`config.mk`:
```
export PLATFORM = sky130hd
export DESIGN_NAME = ysyx_22050368_ifu
export DESIGN_NICKNAME = d
export VERILOG_FILES = /design/src/rtl/ysyx_22050368_ifu_pkg.sv /design/src/rtl/ysyx_22050368_if_buf.sv /design/src/rtl/ysyx_22050368_ifu.sv
export SDC_FILE = /design/constraint.sdc
export NUM_CORES = 1
export LEC_CHECK = 0
export CAP_MARGIN = 0
export CORE_ASPECT_RATIO = 2
export CORE_UTILIZATION = 29
export CTS_CLUSTER_SIZE = 20
export DETAILED_ROUTE_END_ITERATION = 12
export SYNTH_ARGS = -nofsm -noshare
export SYNTH_HDL_FRONTEND = slang
export SYNTH_HIERARCHICAL = 1
export SYNTH_SLANG_ARGS = --single-unit
export TNS_END_PERCENT = 1
```
`constraint.sdc`:
```
create_clock -name clk -period 2.7 [get_ports clk]
set_input_delay 0.675 -clock clk [delete_from_list [all_inputs] [get_ports clk]]
set_output_delay 0.675 -clock clk [all_outputs]
set_load 0.1 [all_outputs]
```
`src/rtl/ysyx_22050368_ifu_pkg.sv`:
```
// ysyx_22050368_ifu_pkg: shared widths, reset PC, NOP encoding and IFU state encodings
package ysyx_22050368_ifu_pkg;
  localparam int XLEN = 32;
  localparam int ILEN = 32;
  localparam logic [XLEN-1:0] RESET_PC = 32'h8000_0000;
  localparam logic [ILEN-1:0] NOP = 32'h0000_0013;
  typedef enum logic [1:0] {
    S_REQ  = 2'd0,
    S_WAIT = 2'd1,
    S_HOLD = 2'd2
  } ifu_state_e;
  function automatic logic [XLEN-1:0] align4(input logic [XLEN-1:0] a);
    return {a[XLEN-1:2], 2'b00};
  endfunction
endpackage

```
`src/rtl/ysyx_22050368_if_buf.sv`:
```
// ysyx_22050368_if_buf: one-entry pc/inst/err holding register toward decode
module ysyx_22050368_if_buf
  import ysyx_22050368_ifu_pkg::*;
(
  input  logic            clk,
  input  logic            rst,
  input  logic            flush,
  input  logic            load,
  input  logic [XLEN-1:0] in_pc,
  input  logic [ILEN-1:0] in_inst,
  input  logic            in_err,
  input  logic            ready,
  output logic            valid,
  output logic [XLEN-1:0] pc,
  output logic [ILEN-1:0] inst,
  output logic            err
);
  // flush kills the entry; a faulted fetch is replaced by a NOP so decode sees a harmless word
  always_ff @(posedge clk) begin
    if (rst) begin
      valid <= 1'b0;
      pc    <= '0;
      inst  <= '0;
      err   <= 1'b0;
    end else if (flush) begin
      valid <= 1'b0;
    end else if (load) begin
      valid <= 1'b1;
      pc    <= in_pc;
      inst  <= in_err ? NOP : in_inst;
      err   <= in_err;
    end else if (valid && ready) begin
      valid <= 1'b0;
    end
  end
endmodule

```
`src/rtl/ysyx_22050368_ifu.sv`:
```
// ysyx_22050368_ifu: instruction fetch stage, one outstanding fetch, redirect flushes the stage
module ysyx_22050368_ifu
  import ysyx_22050368_ifu_pkg::*;
(
  input  logic            clk,
  input  logic            rst,
  output logic            imem_req_v,
  input  logic            imem_req_rdy,
  output logic [XLEN-1:0] imem_addr,
  input  logic            imem_rsp_v,
  input  logic [ILEN-1:0] imem_rdata,
  input  logic            imem_err,
  input  logic            redir_v,
  input  logic [XLEN-1:0] redir_pc,
  output logic            if_valid,
  input  logic            if_ready,
  output logic [XLEN-1:0] if_pc,
  output logic [ILEN-1:0] if_inst,
  output logic            if_err
);
  ifu_state_e      state, state_n;
  logic [XLEN-1:0] pc, pc_n;
  logic            drop, drop_n;
  logic            load;
  assign load = (state == S_WAIT) && imem_rsp_v && !drop && !redir_v;
  // state register
  always_ff @(posedge clk) begin
    if (rst) state <= S_REQ;
    else     state <= state_n;
  end
  // next state: a response seen while dropping or redirecting returns straight to REQ
  always_comb begin
    state_n = state;
    unique case (state)
      S_REQ:   state_n = imem_req_rdy ? S_WAIT : S_REQ;
      S_WAIT:  state_n = imem_rsp_v ? ((redir_v || drop) ? S_REQ : S_HOLD) : S_WAIT;
      S_HOLD:  state_n = (redir_v || if_ready) ? S_REQ : S_HOLD;
      default: state_n = S_REQ;
    endcase
  end
  // pc advances on a kept response; drop marks the single response still owed by memory after a redirect
  always_comb begin
    pc_n   = redir_v ? align4(redir_pc) : load ? pc + XLEN'(4) : pc;
    drop_n = redir_v ? ((state == S_REQ && imem_req_rdy) || (state == S_WAIT && !imem_rsp_v))
           : (state == S_WAIT && imem_rsp_v) ? 1'b0 : drop;
  end
  // pc and drop registers
  always_ff @(posedge clk) begin
    if (rst) begin
      pc   <= RESET_PC;
      drop <= 1'b0;
    end else begin
      pc   <= pc_n;
      drop <= drop_n;
    end
  end
  // request outputs decoded from state; held low while reset is asserted
  always_comb begin
    imem_req_v = (state == S_REQ) && !rst;
    imem_addr  = pc;
  end
  ysyx_22050368_if_buf u_buf (
    .clk     (clk),
    .rst     (rst),
    .flush   (redir_v),
    .load    (load),
    .in_pc   (pc),
    .in_inst (imem_rdata),
    .in_err  (imem_err),
    .ready   (if_ready),
    .valid   (if_valid),
    .pc      (if_pc),
    .inst    (if_inst),
    .err     (if_err)
  );
endmodule

```
==> metrics <==
post-cts gate resize count=0; Adder-Cell Fraction of Synth Area=less than 1%; Initial Utilization=around 30%; I/O Pins=between 150 and 200; kind of critical path=input pin to register; CTS H-tree depth=3; 1st-pass router iterations=4; Post-Synth Simple-Gate Area=a little under a third; area of the multi-input gates=approximately 2200 um^2; final total power=between 3 and 4 mW; Compound-Gate Fraction of Synth Area=between 10% and 20%; DIE AREA=roughly 16000 um^2; Synth warnings=6; P_leak=2.29 nW; Post CTS Setup Buffer Count=0; slew margin rel.=roughly two fifths; Finished Layout Cells=899; DR WL/cell=roughly 16 um; Max Fclk=between 300 and 400 MHz; worst-margin pin slew=just under 0.9 ns; Post-synth EDFFs=0; sequential cell area=approximately 2000 um^2; mux contribution to synthesized area=0%; die height=~180 um; # DRC=0; status=completed; Cells after DPL=883; Final Max Slew Viols=0; DRT antenna net count=0; largest net degree at the start of global routing=55; DR iter-0 viols=roughly 190; leading area contributor after synthesis=dfxtp_1; final core utilization=a little over two fifths; Post-Syn Instances=roughly 540; Fillers=1509; Port Buffers=about 170; first-pass GRT wire length=about 22 mm; clk root buf=clkbuf_16; fraction of the yosys area taken by sequential cells=approximately 45%; Post-Synth XOR/XNOR Area=under 10%; Num CTS Buffers=9; Total GRT Usage=between 10% and 20%; Req. time, crit path=2.95 ns; synth-to-layout area growth=45.4%; synth unique cells=41; most common cell after layout, fill and taps aside=buf_4; Synth area leaders=dfxtp_1 45%, nand2_1 9.7%, a21oi_1 8.0%; PD cells=about 550 nW/um^2; critical-path maximum fanout=10; FF+latch count, synth=99; Final GP Congestion=0.823; hold-fix buffer count after cts=0; Top FF cell, synth=dfxtp_1; initial antenna violation count=1; Worst-Skew Late Latency=between 0.3 and 0.4 ns; main combinational cell family by area after synthesis=simple AND/OR/NAND/NOR gates; Avg Cell Area, Syn=between 8 and 9 um^2; crit share post-route=~93%; Async SR Flop Fraction=0%; Yosys top cell area share=between 40% and 50%; final hold vios=0; Worst setup EP type=register; Rows=63; Post-Synthesis Cell Area=between 4000 and 5000 um^2; vias in the first global route=roughly 4300; grt ovf=0; via/cell ratio=~5; VDD IR max=about 0.30 mV; Post-DP HPWL=10.5 mm; Period minus WS final=2.52 ns; DR vias=4513; Core Area=between 10000 and 15000 um^2; Worst Path Arrival=between 2 and 3 ns; CTS Buffer Depth=2; max-cap violations=0; most frequent cells in the layout=115 x buf_4, 113 x nand2_1, 99 x dfxtp_1; RSZ-0062 raised after global routing=no; startpoint types=input pin; Final Skew=approximately 0.0074 ns; final WL=14.1 mm; die width=88.7 um; layout cells sized above 1=19.8%; Final setup viols=0; clock-pin slew of the registers on the worst-case setup and hold paths=around 0.070 ns; hold crit path type=register to register; nets=771; CTS tree=built; Min Hold Slack=0.453 ns; CTS Sinks=99
[power breakdown]
part / internal (mW) / switching (mW) / total (mW) / leakage, nW
combinational: 0.212 / 0.464 / 0.677 / 1.35
clock: 0.710 / 0.548 / 1.26 / 0.134
sequential: 1.50 / 0.0646 / 1.57 / 0.806
[per-stage QoR]
step	cell area, um^2	worst slack [ns]	TNS, ns
after floorplan	4380	0.00116	0
after global placement	6060	-0.113	-0.470
after detailed placement	6060	-0.143	-0.669
after CTS	6340	0.208	0
after global routing	6340	0.104	0
final	6340	0.176	0
[layer usage]
| layer | vias to the layer above | track usage, % | share of wire, % | wire length (um) |
|---|---|---|---|---|
| met5 | - | 0 | 0 | 0 |
| met4 | 0 | 10.1 | 3.3 | 470 |
| met3 | 23 | 3.29 | 5.8 | 817 |
| met2 | 154 | 33.1 | 53 | 7510 |
| met1 | 2089 | 18.9 | 38 | 5320 |
| li1 | 2247 | - | - | - |
[sequential cells by signal (all words and copies together) (netlist names)]
register and count:
drop 1, imem_addr 30, state 2, u_buf/err 1, u_buf/inst 32, u_buf/pc 32
u_buf/valid 1
[worst paths after layout]
check                               from                     endpoint  slack [ns]  cells past startpoint
max                           imem_rsp_v   imem_addr[21]$_SDFFE_PP0P_        0.18                      5
min          u_buf/inst[11]$_SDFFE_PP0P_  u_buf/inst[11]$_SDFFE_PP0P_        0.45                      2
max reg2reg    imem_addr[3]$_SDFFE_PP0P_   imem_addr[18]$_SDFFE_PP0P_        0.51                      6
min reg2reg  u_buf/inst[11]$_SDFFE_PP0P_  u_buf/inst[11]$_SDFFE_PP0P_        0.45                      2
[kinds of logic after synthesis]
kind of cell,Yosys count
XOR/XNOR,9
other,1
buffers and inverters,48
AO/OA/AOI/OAI,120
flip-flops,99
adder cells (fa/ha/maj),1
AND/OR/NAND/NOR,263
[critical path, stage by stage]
cell             delay (ns)
clkdlybuf4s50_1        0.53
nand4bb_1              0.14
or4_4                  0.64
or4_1                  0.50
a311oi_1               0.29
[synth_stat cells, drive strengths merged (9+ instances only)]
cell type / count
nand3b: 29
dfxtp: 99
clkbuf: 21
nor2: 35
nand4: 12
nor3: 14
a311oi: 16
nand3: 14
nand2: 113
a21oi: 70
a211oi: 9
buf: 21
or4: 11
[area by class of cell]
type	instances	share of cell area (%)
flip-flops and latches	99	31.2
repair buffers	186	25.4
multi-input cells	397	34.6
clock inverters	5	0.868
inverters	6	0.355
diodes	1	0.0395
well taps	195	3.85
clock buffers	10	3.61
Note: power is estimated with default switching activity, not from simulation.
